### src/rtl/bcd_timer_scan.sv
// bcd_timer_scan: N-digit BCD up/down timer with synchronised start/stop/clear/load
// controls and a registered, polarity-selectable multiplexed 7-segment scan.
module bcd_timer_scan #(
    parameter int NUM_DIGITS = 4,
    parameter int TICK_DIV   = 1000,
    parameter int SCAN_DIV   = 64
) (
    input  logic                    clk,
    input  logic                    rst_n,
    input  logic                    inv,
    input  logic                    mode,
    input  logic                    start,
    input  logic                    stop,
    input  logic                    clear,
    input  logic                    load,
    input  logic [4*NUM_DIGITS-1:0] preset,
    output logic [7:0]              segment,
    output logic [NUM_DIGITS-1:0]   digit,
    output logic [4*NUM_DIGITS-1:0] count,
    output logic                    running,
    output logic                    done,
    output logic                    wrap
);
    localparam int CW = 4 * NUM_DIGITS;
    localparam int PW = $clog2(TICK_DIV);
    localparam int SW = SCAN_DIV > 1 ? $clog2(SCAN_DIV) : 1;
    localparam int IW = NUM_DIGITS > 1 ? $clog2(NUM_DIGITS) : 1;

    typedef enum logic [1:0] {IDLE, RUN, PAUSED, DONE} state_e;

    state_e                st_q, st_d;
    logic [CW-1:0]         cnt_q, cnt_d;
    logic [PW-1:0]         pre_q, pre_d;
    logic                  mode_q, mode_d;
    logic                  wrap_q, wrap_d;
    logic [3:0]            s1_q, s2_q;
    logic [2:0]            s3_q;
    logic [2:0]            edg;
    logic [SW-1:0]         sc_q;
    logic [IW-1:0]         idx_q;
    logic [7:0]            seg_q;
    logic [NUM_DIGITS-1:0] dig_q;

    function automatic logic [CW-1:0] bcd_inc(input logic [CW-1:0] v);
        logic c;
        c = 1'b1;
        bcd_inc = v;
        for (int i = 0; i < NUM_DIGITS; i++) begin
            if (c) begin
                c = bcd_inc[4*i +: 4] == 4'd9;
                bcd_inc[4*i +: 4] = c ? 4'd0 : bcd_inc[4*i +: 4] + 4'd1;
            end
        end
    endfunction

    function automatic logic [CW-1:0] bcd_dec(input logic [CW-1:0] v);
        logic b;
        b = 1'b1;
        bcd_dec = v;
        for (int i = 0; i < NUM_DIGITS; i++) begin
            if (b) begin
                b = bcd_dec[4*i +: 4] == 4'd0;
                bcd_dec[4*i +: 4] = b ? 4'd9 : bcd_dec[4*i +: 4] - 4'd1;
            end
        end
    endfunction

    function automatic logic [CW-1:0] clamp9(input logic [CW-1:0] v);
        for (int i = 0; i < NUM_DIGITS; i++)
            clamp9[4*i +: 4] = v[4*i +: 4] > 4'd9 ? 4'd9 : v[4*i +: 4];
    endfunction

    function automatic logic [6:0] seg7(input logic [3:0] n);
        case (n)
            4'd0:    seg7 = 7'h3F;
            4'd1:    seg7 = 7'h06;
            4'd2:    seg7 = 7'h5B;
            4'd3:    seg7 = 7'h4F;
            4'd4:    seg7 = 7'h66;
            4'd5:    seg7 = 7'h6D;
            4'd6:    seg7 = 7'h7D;
            4'd7:    seg7 = 7'h07;
            4'd8:    seg7 = 7'h7F;
            4'd9:    seg7 = 7'h6F;
            default: seg7 = 7'h00;
        endcase
    endfunction

    // rising edges of {load, stop, start}; clear acts on its synchronised level s2_q[2]
    assign edg = {s2_q[3], s2_q[1:0]} & ~s3_q;

    always_comb begin
        st_d   = st_q;
        cnt_d  = cnt_q;
        pre_d  = pre_q;
        mode_d = mode_q;
        wrap_d = 1'b0;
        if (s2_q[2]) begin
            st_d  = IDLE;
            cnt_d = '0;
            pre_d = '0;
        end else if (edg[1]) begin
            st_d = st_q == RUN ? PAUSED : st_q;
        end else if (edg[0] && st_q != RUN) begin
            mode_d = mode;
            st_d   = (mode && cnt_q == '0) ? DONE : RUN;
            pre_d  = st_q == IDLE ? '0 : pre_q;
        end else if (edg[2] && st_q != RUN) begin
            cnt_d = clamp9(preset);
            pre_d = '0;
            st_d  = st_q == DONE ? IDLE : st_q;
        end else if (st_q == RUN) begin
            if (pre_q == PW'(TICK_DIV - 1)) begin
                pre_d = '0;
                if (mode_q) begin
                    cnt_d = bcd_dec(cnt_q);
                    st_d  = cnt_d == '0 ? DONE : RUN;
                end else begin
                    cnt_d  = bcd_inc(cnt_q);
                    wrap_d = cnt_d == '0;
                end
            end else begin
                pre_d = pre_q + 1'b1;
            end
        end
    end

    always_ff @(posedge clk or negedge rst_n) begin
        if (!rst_n) begin
            st_q   <= IDLE;
            cnt_q  <= '0;
            pre_q  <= '0;
            mode_q <= 1'b0;
            wrap_q <= 1'b0;
            s1_q   <= '0;
            s2_q   <= '0;
            s3_q   <= '0;
            sc_q   <= '0;
            idx_q  <= '0;
            seg_q  <= 8'h00;
            dig_q  <= '0;
        end else begin
            st_q   <= st_d;
            cnt_q  <= cnt_d;
            pre_q  <= pre_d;
            mode_q <= mode_d;
            wrap_q <= wrap_d;
            s1_q   <= {load, clear, stop, start};
            s2_q   <= s1_q;
            s3_q   <= {s2_q[3], s2_q[1:0]};
            sc_q   <= sc_q == SW'(SCAN_DIV - 1) ? '0 : sc_q + 1'b1;
            if (sc_q == SW'(SCAN_DIV - 1))
                idx_q <= idx_q == IW'(NUM_DIGITS - 1) ? '0 : idx_q + 1'b1;
            dig_q  <= (NUM_DIGITS'(1) << idx_q) ^ {NUM_DIGITS{inv}};
            seg_q  <= {1'b0, seg7(cnt_q[4*idx_q +: 4])} ^ {8{inv}};
        end
    end

    assign count   = cnt_q;
    assign running = st_q == RUN;
    assign done    = st_q == DONE;
    assign wrap    = wrap_q;
    assign segment = seg_q;
    assign digit   = dig_q;
endmodule

### config.mk
export PLATFORM = sky130hd
export DESIGN_NAME = bcd_timer_scan
export DESIGN_NICKNAME = d
export VERILOG_FILES = /design/src/rtl/bcd_timer_scan.sv
export SDC_FILE = /design/constraint.sdc
export NUM_CORES = 1
export LEC_CHECK = 0
export ABC_AREA = 1
export CAP_MARGIN = 5
export CORE_MARGIN = 4
export CORE_UTILIZATION = 30
export DETAILED_ROUTE_END_ITERATION = 8
export REMOVE_ABC_BUFFERS = 1
export SLEW_MARGIN = 10
export SYNTH_ARGS = -nofsm -noshare
export SYNTH_HDL_FRONTEND = slang
export SYNTH_SLANG_ARGS = --single-unit
### constraint.sdc
create_clock -name clk -period 4 [get_ports clk]
set_input_delay 0.8 -clock clk [delete_from_list [all_inputs] [get_ports clk]]
set_output_delay 0.8 -clock clk [all_outputs]
set_load 0.01 [all_outputs]
==> results of run 1 <==
report_power, final:
part | switching [W] | total [W] | internal [W]
Sequential | 0.0000422 | 0.000702 | 0.000659
Combinational | 0.000303 | 0.000478 | 0.000175
Clock | 0.000266 | 0.000683 | 0.000417
Total | 0.000612 | 0.00186 | 0.00125
cell type report:
cell class | instances | area, µm² | share of cell area, %
multi-input cells | 417 | 2240 | 44.2
flip-flops and latches | 61 | 1530 | 30.1
repair buffers | 55 | 543 | 10.7
inverters | 74 | 280 | 5.53
clock buffers | 12 | 236 | 4.66
well taps | 176 | 220 | 4.34
clock inverters | 4 | 25.0 | 0.494
metal layers:
| metal | up-vias | track usage, % |
|---|---|---|
| met5 | - | 0 |
| met4 | 0 | 4.66 |
| met3 | 15 | 3.92 |
| met2 | 145 | 23.0 |
| met1 | 1742 | 18.9 |
| li1 | 1940 | - |
flip-flops by register name, summed over array words and instances (netlist names), 3 cells and up:
signal   count
digit        4
s3_q         3
s1_q         4
sc_q         6
pre_q       10
s2_q         4
segment      8
count       16
worst max path at each step:
stage / startpoint / end / cells past startpoint
2_1_floorplan: idx_q[0]$_DFFE_PN0N_ / segment[3]$_DFF_PN0_ / 11
3_3_place_gp: idx_q[0]$_DFFE_PN0N_ / segment[3]$_DFF_PN0_ / 11
3_5_place_dp: idx_q[0]$_DFFE_PN0N_ / segment[3]$_DFF_PN0_ / 11
4_1_cts: st_q[1]$_DFFE_PN0P_ / running / 4
5_1_grt: idx_q[0]$_DFFE_PN0N_ / segment[3]$_DFF_PN0_ / 11
6_report: st_q[1]$_DFFE_PN0P_ / running / 4
cell families (layout without fill, tap and decap cells):
logic type | Yosys count | count (layout) | share of synthesized area [%]
buf+inv | 84 | 145 | 8.37
fa+ha+maj | 16 | 16 | 4.87
xor+xnor | 20 | 20 | 4.45
simple gates | 290 | 290 | 32.6
compound gates | 91 | 91 | 12.6
flops | 61 | 61 | 37.1
per-stage QoR:
stage	utilization, %	worst slack (ns)	instance area [µm²]	std cells
3_5_place_dp	36.0	1.79	4810	783
4_1_cts	38.0	1.64	5070	799
6_report	38.0	1.65	5070	799
3_3_place_gp	36.0	1.84	4810	783
2_1_floorplan	-	2.06	4050	552
5_1_grt	38.0	1.54	5070	799
cell usage after synthesis, drive strengths merged:
library cell    n  area share [%]
a21oi          21             2.6
xor2           20             4.4
nor3b           3            0.79
clkinv          2            0.18
o31ai           1            0.18
a31oi           2            0.30
nand4          12             2.0
o21ai          48             6.3
clkbuf          2            0.21
o221ai          1            0.21
nor3            4            0.73
a32oi           1            0.21
nor2           70             7.9
o21bai          1            0.18
dfrtp          61              37
ha             16             4.9
inv            72             6.6
nand3          44             5.8
nand2         155              15
o32ai           1            0.21
o21a            1            0.18
o22ai          10             1.5
buf             8             1.3
nor4            2            0.30
o211ai          3            0.55
a211oi          1            0.18
worst max-delay path, stage by stage (launching register included):
cell             delay, ns
dfrtp_1               0.41
inv_2                 0.09
nand2_4               0.07
inv_1                 0.10
clkdlybuf4s50_1       0.54
==> metrics.txt, run 1 <==
outcome complete, no violations; vias post-DR around 3800; unrepaired setup endpoints after global routing no; WHS 0.345 ns; Detail Route met3 WL roughly 760 µm; setup tns final 0 ns; CTS sink count 61; Max Slew Vio Count 0; clk_lat worst skew around 0.32 ns; layout cells sized above 1 roughly 9.6%; aggregate global routing overflow 0; Die ar. between 15000 and 20000 µm²; Fin. Hold Viols 0; number of buffers added on ports between 50 and 60; Resized cells post-CTS 0; Slew headroom 31.1%; Final ANT Viol Nets 0; largest net degree at the start of global routing 46; Iter 0 DRT Violations between 200 and 300; Core Footprint 13300 µm²; r2r setup slk about 1.8 ns; reg2reg end segment[3]$_DFF_PN0_; vias in the first global route about 3800; RR Startpoint idx_q[0]$_DFFE_PN0N_; drt total wl roughly 11 mm; Synth cell types 45; met1 wire length approximately 5 mm; Syn Area/Cell roughly 7.3 µm²; Longest Clk Path Bufs 2; CP Data Required Time approximately 3.2 ns; commonest non-fill, non-tap cells in the layout nand2_1, dfrtp_1, nor2_1, inv_1, clkdlybuf4s50_1; critical path class register to primary output; CP Max Fanout 6; area delta synth->final 23.4%; crit path DAT 1.55 ns; H-tree Lvls 3; LEAKAGE 2.43 nW; routability cong. roughly 0.93; # setup viols final 0; Final period util around three fifths; chip height approximately 130 µm; met2 wire length 4.96 mm; Slew @ Worst Pin 1.03 ns; leading cell type in the layout, fill and taps excluded nand2_1; Reg clk slew, reported paths 0.05 ns; Cell Pwr Density roughly 370 nW/µm²; fillers about 1400; HPWL Detailed 8.49 mm; CTS root buf clkbuf_16; nets around 660; #FFs+latches synth between 60 and 70; CTS tree built; synthesis warning total 0; postcts setup bufs 0; Remaining DRCs 0; Hold EP s2_q[2]$_DFF_PN0_; first-pass GRT wire length around 19 mm; Netlist Area Pre-Place 4110 µm²; Avg WL per Cell between 10 and 15 µm; Final Critical Period approximately 2.3 ns; Hold Crit Start s1_q[2]$_DFF_PN0_; Die X 125 µm; startpoint type of the worst setup path register; Initial Util 30.8%; cts hold-fix bufs 0; First-pass DRT Iterations 5; I/O Pins 55; total CTS buffers 9; Worst R2R Path Depth 11; Final Skew ~0.0057 ns; Hold WC Path Type register to register; gr usage total between 10 and 15%; Syn Inst Count 562; total power between 0.0015 and 0.002 W; worst ir drop on vdd 175 µV; Maximum Capacitance Violations 0; hold path depth 0; Setup crit end kind primary output; initial antenna violation count 0; Rows 42; Top Metal Used met4; Max Freq roughly 430 MHz; Seq/Total Area, Yosys between 30% and 40%; vias per cell 4.81; ant diodes 0
No activity file was read; power rests on OpenSTA's default activity.
==> run 2: changes to the inputs <==
clock period = 2.3 ns   (was 4 ns; I/O delays follow)
==> run 2 against run 1 <==
  * Global-route usage increased by 0.084 points
  * First-iteration DRC count is 36% lower
  * Clock power is 100% higher
  * Critical endpoint is now count[8]
  * Via count grew 1.8%
  * Cell area rose by 2.5%
  * Final cell count increased by 1.0%
  * Register-to-register slack got worse by 1.5 ns
  * Core utilization is 0.97 points higher
  * Worst setup slack got worse by 1.4 ns
  * Largest power group is now clock
  * Combinational power up 84%
  * Routed wire length rose by 1.4%
  * Largest cell class unchanged
==> metrics.txt, run 2 (synthesized netlist as in run 1, its figures left out) <==
outcome complete, no violations; delay-heaviest family, CP buffers and inverters; Final WS setup 0.289 ns (-1.37 ns); clk_lat worst skew 0.33 ns (about the same); Longest Clk Path Bufs 2 (unchanged); Hold WC Path Type input port to asynchronous set/reset pin; first-pass GRT wire length 18.6 mm (+0.23%); number of buffers added on ports 54 (unchanged); initial antenna violation count 0 (unchanged); CP Max Fanout 10 (+4); aggregate global routing overflow 0 (unchanged); largest stage delay on the critical path 0.63 ns (+0.09 ns); Die ar. 15600 µm² (unchanged); ant diodes 0 (unchanged); Cell Pwr Density 670 nW/µm² (+82%); CTS root buf clkbuf_16; unrepaired setup endpoints after global routing no; post-place setup slack 0.229 ns (-1.56 ns); Max Slew Vio Count 0 (unchanged); setup tns final 0 ns (unchanged); Worst R2R Path Depth 11 (unchanged); vias post-DR 3913 (+1.8%); nets 667 (+1.4%); Fin. Hold Viols 0 (unchanged); Initial Util 30.8% (unchanged); Core Footprint 13300 µm² (unchanged); Final ANT Viol Nets 0 (unchanged); Rows 42 (unchanged); Reg clk slew, reported paths 0.05 ns (about the same); H-tree Lvls 3 (unchanged); cts hold-fix bufs 0 (unchanged); startpoint type of the worst setup path register; chip height 125 µm (unchanged); WHS 0.145 ns (-0.200 ns); Final Critical Period a little over 2 ns; Layout Utilization 38.9% (+0.97 points); r2r setup slk 0.30 ns (-1.46 ns); total CTS buffers 9 (unchanged); layout cells sized above 1 11.3% (+1.6 points); leading cell type in the layout, fill and taps excluded nand2_1; fillers 1398 (-1.1%); Final period util between 80 and 90%; CTS sink count 61 (unchanged); critical path depth 1 (-3); Avg WL per Cell 13.8 µm (+0.43%); gr usage total 14.4% (+0.084 points); worst path bufs/invs 1 (-2); Max Freq 497 MHz; Remaining DRCs 0 (unchanged); HPWL Detailed 8.45 mm (-0.46%); crit path DAT 1.55 ns (about the same); critical path class register to primary output; Resized cells post-CTS 0 (unchanged); Slew headroom 69.6% (+38 points); RR Startpoint idx_q[0]$_DFFE_PN0N_; Die X 125 µm (unchanged); First-pass DRT Iterations 5 (unchanged); I/O Pins 55 (unchanged); LEAKAGE 2.51 nW (+3.3%); largest net degree at the start of global routing 62 (+35%); CP Data Required Time 1.84 ns (-1.36 ns); CTS tree built; CP max stage cell clkdlybuf4s50_1; Maximum Capacitance Violations 0 (unchanged); area delta synth->final 26.5%; Setup crit end kind primary output; routability cong. 0.946 (+1.4%); drt total wl 11.1 mm (+1.4%); reg2reg end segment[3]$_DFF_PN0_; worst ir drop on vdd 317 µV (+82%); Iter 0 DRT Violations 173 (-36%); vias in the first global route 3850 (+0.86%); Slew @ Worst Pin 0.454 ns (-0.579 ns); # setup viols final 0 (unchanged); Final Skew 0.00697 ns (+0.00123 ns); flip-flop count of the largest register after layout 16 (unchanged); crit-path cells clkdlybuf4s50_1; commonest non-fill, non-tap cells in the layout nand2_1, dfrtp_1, nor2_1, inv_1, clkdlybuf4s50_1; vias per cell 4.85 (+0.84%)
==> run 2: cell types whose count changed in the layout (fill, tap and decap cells not counted) <==
cell        before  now
buf_12           0    1
buf_4            1    9
bufinv_16        0    1
clkbuf_1         3    0
clkbuf_8         0    3
clkinv_2         2    1
clkinv_4         0    1
clkinvlp_4       2    0
==> run 2: area by class of cell <==
| class | instances | area, µm² | share of cell area (%) |
|---|---|---|---|
| multi-input combinational | 417 | 2240 | 43.1 |
| timing repair buffer | 64 | 623 | 12.0 |
| tap | 176 | 220 | 4.24 |
| sequential | 61 | 1530 | 29.4 |
| clock buffer | 12 | 267 | 5.13 |
| inverter | 74 | 280 | 5.39 |
| clock inverter | 3 | 43.8 | 0.842 |
==> run 2: per-stage QoR <==
stage                     instance area, µm²  cells  power, W
after detailed placement                4870    789   0.00209
after CTS                               5180    804   0.00350
final                                   5200    807   0.00348
after global routing                    5200    807   0.00368
after global placement                  4870    789   0.00208
after floorplan                         4050    552   0.00176
==> run 2: routing by layer <==
metal / GRT usage, % / part of all wire [%]
met1: 19.0 / 46
met2: 22.7 / 45
met3: 4.01 / 6.3
met4: 5.48 / 2.3
met5: 0 / 0
==> run 2: how the worst max path moves through the flow <==
stage                          from                    end
3_5_place_dp   count[1]$_DFFE_PN0P_  count[15]$_DFFE_PN0P_
6_report       count[8]$_DFFE_PN0P_               count[8]
2_1_floorplan  idx_q[0]$_DFFE_PN0N_   segment[3]$_DFF_PN0_
3_3_place_gp   idx_q[0]$_DFFE_PN0N_   segment[6]$_DFF_PN0_
4_1_cts        count[1]$_DFFE_PN0P_  count[15]$_DFFE_PN0P_
5_1_grt        idx_q[0]$_DFFE_PN0N_   segment[0]$_DFF_PN0_
==> run 2: power breakdown <==
| group | switching, W | internal, W | total, W | leakage [nW] |
|---|---|---|---|---|
| Combinational | 0.000546 | 0.000334 | 0.000879 | 1.58 |
| Sequential | 0.0000687 | 0.00115 | 0.00122 | 0.778 |
| Clock | 0.000467 | 0.000920 | 0.00139 | 0.155 |
| Total | 0.00108 | 0.00240 | 0.00348 | 2.51 |
==> run 2: what timing repair did <==
item                                    in CTS  in global routing
endpoints found under the hold margin        0                  0
endpoints found under the setup margin       0                  1
setup buffers                                0                  3
